[src/rtl/pipe_stage_buffer.sv]
// rtl/pipe_stage_buffer.sv - two-entry skid pipeline stage register with flush, freeze and stall counter
module pipe_stage_buffer #(
  parameter int DATA_W   = 32,
  parameter int CTRL_W   = 16,
  parameter int CLR_DATA = 1
) (
  input  logic              clk,
  input  logic              rst,
  input  logic              cpu_en,
  input  logic              flush,
  input  logic              in_valid,
  output logic              in_ready,
  input  logic [DATA_W-1:0] in_data,
  input  logic [CTRL_W-1:0] in_ctrl,
  output logic              out_valid,
  input  logic              out_ready,
  output logic [DATA_W-1:0] out_data,
  output logic [CTRL_W-1:0] out_ctrl,
  output logic [15:0]       stall_cnt
);

  typedef enum logic [1:0] {
    ST_EMPTY = 2'd0,
    ST_ONE   = 2'd1,
    ST_FULL  = 2'd2
  } state_t;

  state_t r_state;
  state_t w_state_nxt;

  // MAIN is the head entry seen downstream; SKID catches the entry that
  // arrives while the head is blocked.
  logic [DATA_W-1:0] r_main_data;
  logic [CTRL_W-1:0] r_main_ctrl;
  logic [DATA_W-1:0] r_skid_data;
  logic [CTRL_W-1:0] r_skid_ctrl;
  logic [DATA_W-1:0] w_main_data_nxt;
  logic [CTRL_W-1:0] w_main_ctrl_nxt;
  logic [DATA_W-1:0] w_skid_data_nxt;
  logic [CTRL_W-1:0] w_skid_ctrl_nxt;

  logic [15:0] r_stall_cnt;

  logic w_in_ready;
  logic w_out_valid;
  logic w_in_fire;
  logic w_out_fire;
  logic w_clr_data;

  // Handshake signals depend only on cpu_en and registered state.
  assign w_in_ready  = cpu_en & (r_state != ST_FULL);
  assign w_out_valid = cpu_en & (r_state != ST_EMPTY);
  assign w_in_fire   = in_valid & w_in_ready;
  assign w_out_fire  = w_out_valid & out_ready;
  assign w_clr_data  = (CLR_DATA != 0);

  assign in_ready  = w_in_ready;
  assign out_valid = w_out_valid;
  assign out_data  = r_main_data;
  // A bubble must never carry live control bits downstream.
  assign out_ctrl  = w_out_valid ? r_main_ctrl : {CTRL_W{1'b0}};
  assign stall_cnt = r_stall_cnt;

  // Next-state and entry-storage decode: flush beats freeze beats handshake.
  always_comb begin
    w_state_nxt     = r_state;
    w_main_data_nxt = r_main_data;
    w_main_ctrl_nxt = r_main_ctrl;
    w_skid_data_nxt = r_skid_data;
    w_skid_ctrl_nxt = r_skid_ctrl;

    if (flush) begin
      w_state_nxt     = ST_EMPTY;
      w_main_ctrl_nxt = {CTRL_W{1'b0}};
      w_skid_ctrl_nxt = {CTRL_W{1'b0}};
      if (w_clr_data) begin
        w_main_data_nxt = {DATA_W{1'b0}};
        w_skid_data_nxt = {DATA_W{1'b0}};
      end
    end else if (cpu_en) begin
      case (r_state)
        ST_EMPTY: begin
          if (w_in_fire) begin
            w_state_nxt     = ST_ONE;
            w_main_data_nxt = in_data;
            w_main_ctrl_nxt = in_ctrl;
          end
        end
        ST_ONE: begin
          if (w_in_fire && w_out_fire) begin
            w_main_data_nxt = in_data;
            w_main_ctrl_nxt = in_ctrl;
          end else if (w_in_fire) begin
            w_state_nxt     = ST_FULL;
            w_skid_data_nxt = in_data;
            w_skid_ctrl_nxt = in_ctrl;
          end else if (w_out_fire) begin
            w_state_nxt     = ST_EMPTY;
            w_main_ctrl_nxt = {CTRL_W{1'b0}};
            if (w_clr_data) begin
              w_main_data_nxt = {DATA_W{1'b0}};
            end
          end
        end
        ST_FULL: begin
          if (w_out_fire) begin
            w_state_nxt     = ST_ONE;
            w_main_data_nxt = r_skid_data;
            w_main_ctrl_nxt = r_skid_ctrl;
            w_skid_data_nxt = {DATA_W{1'b0}};
            w_skid_ctrl_nxt = {CTRL_W{1'b0}};
          end
        end
        default: begin
          w_state_nxt = ST_EMPTY;
        end
      endcase
    end
  end

  // State and entry registers; reset clears both entries regardless of CLR_DATA.
  always_ff @(posedge clk) begin
    if (rst) begin
      r_state     <= ST_EMPTY;
      r_main_data <= {DATA_W{1'b0}};
      r_main_ctrl <= {CTRL_W{1'b0}};
      r_skid_data <= {DATA_W{1'b0}};
      r_skid_ctrl <= {CTRL_W{1'b0}};
    end else begin
      r_state     <= w_state_nxt;
      r_main_data <= w_main_data_nxt;
      r_main_ctrl <= w_main_ctrl_nxt;
      r_skid_data <= w_skid_data_nxt;
      r_skid_ctrl <= w_skid_ctrl_nxt;
    end
  end

  // Saturating count of cycles where the head is offered but not taken.
  always_ff @(posedge clk) begin
    if (rst) begin
      r_stall_cnt <= 16'h0000;
    end else if (w_out_valid && !out_ready && (r_stall_cnt != 16'hFFFF)) begin
      r_stall_cnt <= r_stall_cnt + 16'h0001;
    end
  end

endmodule

[config.mk]
export PLATFORM = sky130hd
export DESIGN_NAME = pipe_stage_buffer
export DESIGN_NICKNAME = d
export VERILOG_FILES = /design/src/rtl/pipe_stage_buffer.sv
export SDC_FILE = /design/constraint.sdc
export NUM_CORES = 1
export LEC_CHECK = 0
export BUFFER_PORTS_ARGS = -buffer_cell sky130_fd_sc_hd__buf_2
export CORE_UTILIZATION = 44
export CTS_BUF_LIST = sky130_fd_sc_hd__clkbuf_16
export DETAILED_ROUTE_END_ITERATION = 6
export PLACE_DENSITY = 0.67
export SLEW_MARGIN = 40
export SYNTH_ARGS = -nofsm -noshare
export SYNTH_HDL_FRONTEND = slang
export SYNTH_SLANG_ARGS = --single-unit
[constraint.sdc]
create_clock -name clk -period 3.35 [get_ports clk]
set_input_delay 0 -clock clk [delete_from_list [all_inputs] [get_ports clk]]
set_output_delay 0 -clock clk [all_outputs]
set_load 0.005 [all_outputs]
Word-level counts from Yosys, hierarchy flattened:

Cells that the tools add are included.
W data, S select, Z words.

* add/subtract/negate cells: 1
* eq/ne operators: 11
* mux-type cells: 23
* bitwise gates (word level): 4
* reductions and logical operators: 12

Operator list (number)
* $mux W32: 6
* $mux W16: 7
* $pmux W32 S3: 1
* $pmux W32 S2: 1
* $pmux W16 S3: 1
* $pmux W16 S2: 1
* $add A16 B1 Y16 const B: 1
* $ne A16 B16 Y1 const B: 1
* $mux W2: 5
* $ne A2 B2 Y1 const B: 5
* $reduce_and A5 Y1: 2
* $ne A3 B3 Y1 const B: 3
* $pmux W2 S3: 1
* $reduce_and A6 Y1: 1
* $and A1 B1 Y1: 4
* $reduce_bool A2 Y1: 2
* $logic_and A1 B1 Y1: 3
* $reduce_bool A3 Y1: 1
* $eq A2 B1 Y1 const B: 1
* $eq A2 B2 Y1 const B: 1
* $logic_not A2 Y1: 1
* $reduce_or A2 Y1: 1
* $logic_not A1 Y1: 1

* bits in registers: 114
* bits of input ports: 54
* output and inout port bits: 66
* logic and storage cells: 57

Depth between registers and ports, before layout:

* word-level depth: 7
* gate-level depth with buffers: 8
* gate-level depth less buffers: 6

Least setup slack after synthesis:

Ideal clock, no wire load.

* path type: register to register
* from: register r_state[0]
* to: register r_stall_cnt[15] (netlist: stall_cnt[15])
* library setup time: 0.123 ns
* data arrival time: 1.806 ns
* data required time: 3.227 ns
* setup slack: 1.421 ns
* cell stages (with the launch flop): 8
* buffers on the path: 1
* clock period less this slack: 1.929 ns
* cell sequence: dfxtp_1 -> inv_1 -> ha_1 -> nor3b_4 -> o41ai_2 -> buf_6 -> nor4_1 -> mux2_1

* word-level cells in the longest chain between the ends: 4

Ends and longest elaborated chain
* start, declared: RTL line 28 `state_t r_state;`
* start signal, assigned: RTL line 130 `r_state <= w_state_nxt;`
* $reduce_bool A2 Y1: RTL line 52 `assign w_out_valid = cpu_en & (r_state != ST_EMPTY);`
* $and A1 B1 Y1: RTL line 52
* $logic_and A1 B1 Y1 (2 in a row): RTL line 142 `end else if (w_out_valid && !out_ready && (r_stall_cnt != 16'hFFFF)) begin`
* end signal, assigned: RTL line 143 `r_stall_cnt <= r_stall_cnt + 16'h0001;`
* end, declared: RTL line 42 `logic [15:0] r_stall_cnt;`

Every way passes these cells.
A chain may end at the register's enable or synchronous reset.

Worst setup path in the final report:

* from: register r_state[0]
* to: register r_main_ctrl[13]

* word-level cells in the longest chain between the ends: 6

Ends and longest elaborated chain
* $ne A2 B2 Y1 / $reduce_bool A2 Y1 (equally long branches): RTL line 51, 52
* $and A1 B1 Y1, on equally long branches: RTL line 51, 52
* $and A1 B1 Y1, on equally long branches: RTL line 53, 54
* $logic_and A1 B1 Y1: RTL line 90 `if (w_in_fire && w_out_fire) begin`
* $ne A3 B3 Y1 (no source line) / $mux W16 (equally long branches)
* $reduce_and A6 Y1 (no source line) / $pmux W16 S3 (equally long branches)
* end signal, assigned: RTL line 126 `r_main_ctrl <= {CTRL_W{1'b0}};`
* end signal, assigned: RTL line 132 `r_main_ctrl <= w_main_ctrl_nxt;`
* end, declared: RTL line 34 `logic [CTRL_W-1:0] r_main_ctrl;`

Parallel ways exist; a longest one is shown, timed or not.

==> summary.md <==
| Metric | Value |
|---|---|
| Seq/Total Area, Yosys | 43.91% |
| Power density over cell area | 473.7 nW/µm² |
| CP endpoint kind | register |
| Simple-gate area share of the yosys netlist | 14.76% |
| Max clock buf depth | 2 |
| Sum Neg Setup Slack | 0 ns |
| GPL Wtd Cong | 0.8788 |
| Vias per cell | 5.999 |
| Post-synthesis register bit count | 114 |
| Worst endpoint required time | 3.67 ns |
| Post-placement cell area | 5823 µm² |
| Clock share of power | 46.1% |
| Post-CTS sizing | 0 |
| Max-cap viol count | 0 |
| Int Power | 2432 µW |
| Worst Setup Start Kind | register |
| Placed Instances | 807 |
| Slew HR | 57.89% |
| WL final | 15.54 mm |
| Compound-Gate Fraction of Synth Area | 32.16% |
| Post-DR wirelength/cell | 17.52 µm |
| Critical path buffers and inverters | 2 |
| Flop pwr share | 43.4% |
| Area of the multi-input gates | 2621 µm² |
| Fin nets | 791 |
| Final Max Tran Viols | 0 |
| Mapped cell area | 5197 µm² |
| Comb pwr share | 10.5% |
| Fill count | 1,006 |
| Most frequent cells in the layout | buf_2 (119), dfxtp_1 (114), a21oi_1 (109) |
| Site Rows | 39 |
| Commonest non-fill, non-tap cell in the layout | buf_2 |
| Largest family of logic cells by synthesized area | compound AO/OA/AOI/OAI gates |
| Max stage delay on crit path | 0.66 ns |
| Initial Utilization | 45.32% |
| RR Startpoint | r_state[0] |
| Design Area, Final | 6809 µm² |
| PnR worst setup slack | 0.7689 ns |
| # Post-CTS Setup Buffers | 0 |
| DRC | 0 |
| Post-Place Worst Slack | 0.8013 ns |
| Sequential Area | 2282 µm² |
| Hold path startpoint | out_ready |
| Fin. Hold Viols | 0 |
| Clk slew on worst S/H paths | 0.05 ns |
| RSZ-0062 raised after global routing | false |
| GRT overflow | 0 |
| Setup violators final | 0 |
| Final antenna-violating net count | 0 |
| Crit path kind | register to register |
| First-pass GRT wire length | 25.59 mm |
| CTS tree | built |
| Layout cell share with drive strength beyond 1 | 22.98% |
| Worst vdd ir | 0.2672 mV |
| Initial antenna violation count | 0 |
| Max Clk Rate | 387.4 MHz |
| Biggest fanout along the worst timing path | 31 |
| Xor and xnor area share after synthesis | 0.1685% |
| # IOs | 120 |
| Switching pwr | 793.1 µW |
| Yosys warning count | 0 |
| Critical Path, Cell by Cell | inv_1, ha_1, nor2b_1, a41o_2, buf_4, a22oi_1, a211oi_1 |
| Die span in x | 110.7 µm |
| Post-Synth Adder-Cell Area | 1.204% |
| Status | finished, final reports clean |
| Area delta synth->final | 31.01% |
| Vias in the first global route | 5,119 |
| Iteration-0 DRC Markers | 425 |
| Gr usage total | 25.79% |
| CTS sink cnt | 114 |
| Final period util | 77.05% |
| I/O Buffers | 119 |
| CP arrival | 2.90 ns |
| 1st-pass router iterations | 5 |
| Leak | 0.002576 µW |
| Root Driver | clkbuf_16 |
| CTS H-Tree Depth | 4 |
| Total CTS buffers | 17 |
| Pin count of the biggest net entering global routing | 51 |
| Die ar. | 12,250 µm² |
| Worst Hold Class | input pin to register |
| Syn nets | 657 |
| Core area | 11,470 µm² |
| Clock Latency Late Sink | 0.41 ns |
| Post-Syn Instances | 598 |
| Crit path max-delay family | compound AO/OA/AOI/OAI gates |
| Mapped Avg Cell Area | 8.691 µm² |
| Final core utilization | 59.38% |
| Slowest cell on the critical path | a41o_2 |
| Mux contribution to synthesized area | 1.035% |
| Sw Share | 24.59% |
| Clock Skew | 0.005272 ns |
| Unique masters post-synth | 43 |
| Die Ht | 110.7 µm |
| Period minus WS final | 2.581 ns |
| Slew @ Worst Pin | 0.6302 ns |
| DR vias | 5,321 |
| HPWL Detailed | 9.110 mm |
| Worst Setup SP | r_state[0] |
| Inserted Diodes | 0 |
| Layout Cells excl Fill | 887 |
## synth_stat cells
cell type,number,area [µm²]
a211oi_2,3,37.54
nor3b_4,1,18.77
or4_1,4,30.03
or2_2,2,12.51
and2b_1,1,7.510
buf_2,17,85.08
o21bai_1,1,7.510
nand3_1,7,35.03
o31ai_1,5,37.54
o41ai_2,1,16.27
ha_1,5,62.56
nor4_1,3,18.77
nor4bb_1,2,20.02
mux2_2,1,11.26
nand4_1,52,325.3
nand2b_1,2,12.51
dfxtp_1,114,2282
nor2_2,1,6.260
buf_6,2,22.52
a41o_1,1,10.01
o21ai_1,16,80.08
buf_4,10,75.07
nor2b_1,5,31.28
o21a_1,1,7.510
clkbuf_1,38,142.6
inv_1,7,26.28
o21ai_0,41,205.2
xor2_1,1,8.760
a21oi_1,109,545.5
a31oi_1,1,6.260
a22oi_1,48,360.4
nor2_1,10,37.54
nor2b_2,1,8.760
or3_1,6,37.54
mux2_1,2,22.52
mux2i_1,2,20.02
nand4b_1,1,8.760
nand2_1,6,22.52
o31ai_2,1,12.51
and4_1,1,8.760
and3_1,3,18.77
a211oi_1,46,345.3
and2_1,17,106.4
## stage by stage
stage / hold WS (ns) / total power, µW
6_report: 0.1225 / 3226
3_5_place_dp: 0.3076 / 1715
2_1_floorplan: 0.1784 / 1607
4_1_cts: 0.1141 / 3244
5_1_grt: 0.1384 / 3349
3_3_place_gp: 0.2982 / 1704
## state kept, by name, indices dropped and copies added (netlist names)
register,cells
r_state,2
out_data,32
r_main_ctrl,16
r_skid_data,32
r_skid_ctrl,16
stall_cnt,16
## worst min-delay path, cell delays in order
cell     delay [ns]
buf_2          0.17
nor3b_4        0.08
o41ai_4        0.10
xor2_1         0.07
nor2_1         0.07
## area by class of cell
type	instances	share of cell area, %
Sequential cell	114	33.52
Inverter	7	0.3859
Timing Repair Buffer	182	17.86
Clock inverter	14	0.8637
Clock buffer	17	6.248
Multi-Input combinational cell	410	38.50
Tap cell	143	2.628
## power by group through the flow
stage	Sequential (µW)	Clock [µW]	Combinational (µW)
after floorplan	1430	0	182
after global placement	1430	0	278
after detailed placement	1430	0	288
after CTS	1400	1510	334
after global routing	1400	1580	369
final	1400	1490	338
## repair_timing
| item | CTS | global route |
|---|---|---|
| hold buffers | 49 | 0 |
| endpoints found under the hold margin | 86 | 0 |
| endpoints found under the setup margin | 0 | 0 |
## routing by layer
metal,wire [µm],global-route usage [%],up-vias,part of all wire (%)
li1,-,-,2559,-
met1,6797,32.60,2546,44
met2,7480,41.90,193,48
met3,1020,6.944,23,6.6
met4,241,9.867,0,1.6
met5,0,0,-,0
## path summary, 6_finish.rpt
kind | slack (ns) | cells after the start | end
max | 0.77 | 7 | r_main_ctrl[13]
min | 0.12 | 5 | stall_cnt[0]
max reg2reg | 0.77 | 7 | r_main_ctrl[13]
min reg2reg | 0.47 | 2 | r_skid_ctrl[15]
## logic make-up after synthesis
logic type | Yosys count
AOI/OAI and AO/OA | 274
and+or+nand+nor | 125
DFF | 114
buffers and inverters | 74
muxes | 5
adders and majority gates | 5
xor gates and xnor gates | 1
Note: power is estimated with default switching activity, not from simulation.
